--- src/rtl/ysyx_22041211_lsu.sv ---
// Load/store unit: one instruction at a time, a single req/gnt/rvalid bus transaction,
// byte-lane alignment and load extension, with a registered result toward writeback.
module ysyx_22041211_lsu #(
    parameter int unsigned DATA_LEN = 32,
    parameter int unsigned ADDR_LEN = 32
) (
    input  logic                clk,
    input  logic                rst,
    input  logic                in_valid_i,
    output logic                in_ready_o,
    input  logic                wd_i,
    input  logic [4:0]          wreg_i,
    input  logic [DATA_LEN-1:0] alu_result_i,
    input  logic [2:0]          load_type_i,
    input  logic [1:0]          store_type_i,
    input  logic [DATA_LEN-1:0] mem_wdata_i,
    output logic                mem_req_o,
    output logic                mem_we_o,
    output logic [ADDR_LEN-1:0] mem_addr_o,
    output logic [DATA_LEN-1:0] mem_wdata_o,
    output logic [3:0]          mem_wstrb_o,
    input  logic                mem_gnt_i,
    input  logic                mem_rvalid_i,
    input  logic [DATA_LEN-1:0] mem_rdata_i,
    output logic                out_valid_o,
    input  logic                out_ready_i,
    output logic                wd_o,
    output logic [4:0]          wreg_o,
    output logic [DATA_LEN-1:0] wdata_o,
    output logic                misalign_o
);

    typedef enum logic [1:0] {S_IDLE, S_REQ, S_WAIT, S_DONE} state_t;

    state_t              state_q, state_d;
    logic [2:0]          ld_type_q;
    logic [1:0]          off_q;

    logic                ld_ok, st_ok, is_half, is_word, misal, accept, capture;
    logic [1:0]          off;
    logic [3:0]          wstrb;
    logic [DATA_LEN-1:0] st_data, lane, ld_ext;

    // Decode of the instruction offered by EXU; a valid load wins over a store.
    always_comb begin
        off     = alu_result_i[1:0];
        ld_ok   = (load_type_i != 3'd0) && (load_type_i <= 3'd5);
        st_ok   = !ld_ok && (store_type_i != 2'd0);
        is_half = ld_ok ? (load_type_i == 3'd2 || load_type_i == 3'd5) : (st_ok && store_type_i == 2'd2);
        is_word = ld_ok ? (load_type_i == 3'd3) : (st_ok && store_type_i == 2'd3);
        misal   = (is_half && off[0]) || (is_word && off != 2'd0);
        wstrb   = 4'd0;
        st_data = mem_wdata_i;
        if (st_ok) begin
            case (store_type_i)
                2'd1: begin
                    wstrb   = 4'(4'b0001 << off);
                    st_data = {4{mem_wdata_i[7:0]}};
                end
                2'd2: begin
                    wstrb   = 4'(4'b0011 << off);
                    st_data = {2{mem_wdata_i[15:0]}};
                end
                default: wstrb = 4'b1111;
            endcase
        end
    end

    // Lane extraction of the returned word for the latched load type.
    always_comb begin
        lane = mem_rdata_i >> {off_q, 3'b000};
        case (ld_type_q)
            3'd1:    ld_ext = {{(DATA_LEN-8){lane[7]}}, lane[7:0]};
            3'd2:    ld_ext = {{(DATA_LEN-16){lane[15]}}, lane[15:0]};
            3'd4:    ld_ext = {{(DATA_LEN-8){1'b0}}, lane[7:0]};
            3'd5:    ld_ext = {{(DATA_LEN-16){1'b0}}, lane[15:0]};
            default: ld_ext = lane;
        endcase
    end

    // Next-state logic.
    always_comb begin
        state_d = state_q;
        accept  = 1'b0;
        capture = 1'b0;
        case (state_q)
            S_IDLE: if (in_valid_i) begin
                accept  = 1'b1;
                state_d = ((ld_ok || st_ok) && !misal) ? S_REQ : S_DONE;
            end
            S_REQ: if (mem_gnt_i) begin
                capture = mem_rvalid_i;
                state_d = mem_rvalid_i ? S_DONE : S_WAIT;
            end
            S_WAIT: if (mem_rvalid_i) begin
                capture = 1'b1;
                state_d = S_DONE;
            end
            S_DONE: if (out_ready_i) state_d = S_IDLE;
            default: state_d = S_IDLE;
        endcase
    end

    // State, bus request and writeback registers.
    always_ff @(posedge clk or posedge rst) begin
        if (rst) begin
            state_q     <= S_IDLE;
            in_ready_o  <= 1'b1;
            mem_req_o   <= 1'b0;
            out_valid_o <= 1'b0;
            mem_we_o    <= 1'b0;
            mem_addr_o  <= '0;
            mem_wdata_o <= '0;
            mem_wstrb_o <= 4'd0;
            wd_o        <= 1'b0;
            wreg_o      <= 5'd0;
            wdata_o     <= '0;
            misalign_o  <= 1'b0;
            ld_type_q   <= 3'd0;
            off_q       <= 2'd0;
        end else begin
            state_q     <= state_d;
            in_ready_o  <= (state_d == S_IDLE);
            mem_req_o   <= (state_d == S_REQ);
            out_valid_o <= (state_d == S_DONE);
            if (accept) begin
                wd_o       <= wd_i && !misal;
                wreg_o     <= wreg_i;
                wdata_o    <= alu_result_i;
                misalign_o <= misal;
                ld_type_q  <= ld_ok ? load_type_i : 3'd0;
                off_q      <= off;
                if (state_d == S_REQ) begin
                    mem_we_o    <= st_ok;
                    mem_addr_o  <= {alu_result_i[ADDR_LEN-1:2], 2'b00};
                    mem_wdata_o <= st_data;
                    mem_wstrb_o <= wstrb;
                end
            end
            if (capture && ld_type_q != 3'd0) wdata_o <= ld_ext;
        end
    end

endmodule

--- config.mk ---
export PLATFORM = sky130hd
export DESIGN_NAME = ysyx_22041211_lsu
export DESIGN_NICKNAME = d
export VERILOG_FILES = /design/src/rtl/ysyx_22041211_lsu.sv
export SDC_FILE = /design/constraint.sdc
export NUM_CORES = 1
export LEC_CHECK = 0
export CAP_MARGIN = 40
export CORE_MARGIN = 2
export CORE_UTILIZATION = 29
export DETAILED_ROUTE_END_ITERATION = 8
export PLACE_DENSITY = 0.67
export SLEW_MARGIN = 40
export SYNTH_ARGS = -nofsm -noshare
export SYNTH_HDL_FRONTEND = slang
export SYNTH_SLANG_ARGS = --single-unit
--- constraint.sdc ---
create_clock -name clk -period 4.4 [get_ports clk]
set_input_delay 1.1 -clock clk [delete_from_list [all_inputs] [get_ports clk]]
set_output_delay 1.1 -clock clk [all_outputs]
set_load 0.01 [all_outputs]
==> results.json <==
{
  "finalCoreUtilization_pct": 44.7,
  "layout.nets": 911,
  "period_needed_ns": 3.58,
  "clk_pin_slew_ns": 0.06,
  "grt_max_degree": 49,
  "synthTopCellsByArea": "dfrtp_1, mux2_2, nand2_1",
  "tightestPinTransition_ns": 0.791,
  "drtPass1Iterations": 5,
  "clk_latency_ns": 0.42,
  "post-cts-setup-buffers": 0,
  "die_x_um": 146,
  "drtAntennaViolNets": 0,
  "placed_cells": 1040,
  "die-area_mm2": 0.0214,
  "syn_area_per_cell_um2": 10.2,
  "grt_antenna_before_repair": 0,
  "yosysMostFrequentCell": "nand2_1",
  "tns_ns": 0,
  "cts_max_path_buffers": 2,
  "ir_drop_uv": 282,
  "holdCritPathClass": "flip-flop to flip-flop",
  "grt_pass1_wl_um": 30600,
  "path_buf_inv": 2,
  "stdcell_area_mm2": 0.00895,
  "fp.dieH_um": 146,
  "post_drt_wl_per_cell_um": 18.2,
  "yosys.area.top_type": "dfrtp_1",
  "num_rows": 52,
  "layout-drive-gt1-share_pct": 14.9,
  "synth_flop_cell": "dfrtp_1",
  "fin_ws_ns": 0.825,
  "synth.top_cell.area_share_pct": 49.1,
  "grtUsageTotal_pct": 18.4,
  "skew_ns": 0.00898,
  "max_freq_mhz": 280,
  "vias": 5228,
  "synthTopCellsByCount": "nand2_1, dfrtp_1, mux2_2, o21ai_0",
  "grt_remaining_overflow": 0,
  "setup_viol": 0,
  "routed_wl_um": 19500,
  "drtIter0Drc": 237,
  "placed_cell_area_mm2": 0.00833,
  "place_congestion": 0.802,
  "cp-end-kind": "flip-flop",
  "total_power_mw": 6.14,
  "place_hpwl_um": 14400,
  "ios": 224,
  "clockRootBuffer": "clkbuf_16",
  "fp.coreArea_mm2": 0.0200,
  "leakage_nw": 3.79,
  "cts_max_level": 4,
  "critical_path_class": "input port to flip-flop",
  "synth_cell_types": 46,
  "slew_headroom_pct": 47.3,
  "n_antenna_cell": 0,
  "cts_num_sinks": 116,
  "syn_area_mm2": 0.00586,
  "startpoint_type": "input port",
  "powerDensity_mw_per_mm2": 686,
  "ys_seq_area_share_pct": 49.5,
  "max_cap_viol_count": 0,
  "crit_path_max_fanout": 14,
  "multi_input_area_mm2": 0.00275,
  "rsz0062_at_grt": "no",
  "cp_top_family": "compound AO/OA/AOI/OAI gates",
  "crit_chain": "clkdlybuf4s50_1 > inv_1 > ha_1 > o41ai_1 > a32oi_2 > a21boi_2 > or3_1 > mux2_2",
  "status": "complete, no violations",
  "synth_seq_cells": 116,
  "seqCellArea_mm2": 0.00291,
  "instances_no_fill": 1071,
  "areaGrowthSynthToFinish_pct": 52.6,
  "critPathRequiredTime_ns": 4.70,
  "fin_hold_ws_ns": 0.480,
  "start_util_pct": 29.3,
  "synth_enable_flop_cells": 0,
  "numCtsBuffers": 17,
  "drc": 0,
  "netlist_instances": 577,
  "grt_pass1_vias": 5416,
  "cts_hold_buf": 0,
  "async_flop_share_pct": 100,
  "cts_resized": 0,
  "preCtsSetupSlack_ns": 0.376,
  "via_per_inst": 4.88,
  "slowest_stage": "or3_1",
  "cts_tree": "yes",
  "finalHoldViolCount": 0,
  "fin_crit_sh_pct": 81.3,
  "port_buffers": 221,
  "slew_violations": 0,
  "fillers": 1936,
  "yosysWarningCount": 0,
  "crit_arrival_ns": 3.88,
  "slowest_delay_ns": 0.60
}
cell usage in the layout (no fill, tap or decap), drive strengths merged, types with 2 or more instances in the layout:
cell and count:
clkdlybuf4s50 221, nand2 127, dfrtp 115, mux2 70, o21ai 41, a21oi 28, nor2 26, clkbuf 23
a32oi 17, buf 11, inv 11, mux2i 10, a32o 9, nor2b 9, a31oi 9, ha 9
a221oi 8, a211o 7, nand3b 5, clkinv 5, or3 4, a22o 4, and2 4, nand3 3
bufinv 3, or2b 2, nand2b 2, o2bb2ai 2, conb 2, nor3 2
worst paths after layout:
check | cells after the start | slack [ns] | endpoint | from
min in group asynchronous | 2 | 1.16 | mem_wdata_o[21] | rst
worst min register to register | 1 | 0.48 | mem_we_o | mem_we_o
worst min-delay path | 1 | 0.48 | mem_we_o | mem_we_o
worst max-delay path | 8 | 0.82 | mem_wdata_o[6] | store_type_i[0]
worst max register to register | 8 | 1.73 | mem_wdata_o[6] | state_q[1]
max in group asynchronous | 3 | 2.29 | in_ready_o | rst
layout make-up:
| cell class | instances | area share (%) |
|---|---|---|
| clock buffer | 23 | 5.56 |
| clock inverter | 8 | 1.37 |
| inverter | 11 | 0.489 |
| multi-input combinational | 411 | 30.7 |
| sequential | 116 | 32.5 |
| tap | 270 | 3.78 |
| timing repair buffer | 232 | 25.6 |
report_power, final:
| part | internal (mW) | switching (mW) | total [mW] | leakage (nW) |
|---|---|---|---|---|
| combinational | 1.52 | 1.22 | 2.74 | 2.04 |
| sequential | 1.58 | 0.362 | 1.94 | 1.44 |
| clock | 0.961 | 0.490 | 1.45 | 0.309 |
per-layer routing:
metal / wire length [µm] / global-route usage, %
met5: 0 / 0
met4: 399 / 5.44
met3: 2020 / 7.84
met2: 8920 / 29.4
met1: 8120 / 22.6
registers in the layout (all words and copies together), names as in the netlist:
| register | count |
|---|---|
| ld_type_q | 3 |
| out_valid_o | 1 |
| mem_req_o | 1 |
| wreg_o | 5 |
| wd_o | 1 |
| off_q | 2 |
| state_q | 2 |
| mem_wdata_o | 32 |
| mem_wstrb_o | 4 |
| misalign_o | 1 |
| wdata_o | 32 |
| mem_addr_o | 30 |
| in_ready_o | 1 |
| mem_we_o | 1 |
cells by family after synthesis:
kind of cell,Yosys count,synth area share (%)
XOR/XNOR,1,0.149
other,1,0.0640
AND/OR/NAND/NOR,188,14.0
flip-flops,116,49.5
adder cells (fa/ha/maj),9,1.92
multiplexers,80,15.5
AO/OA/AOI/OAI,131,15.1
buffers and inverters,51,3.78
Power figures use the tool's default switching activity.
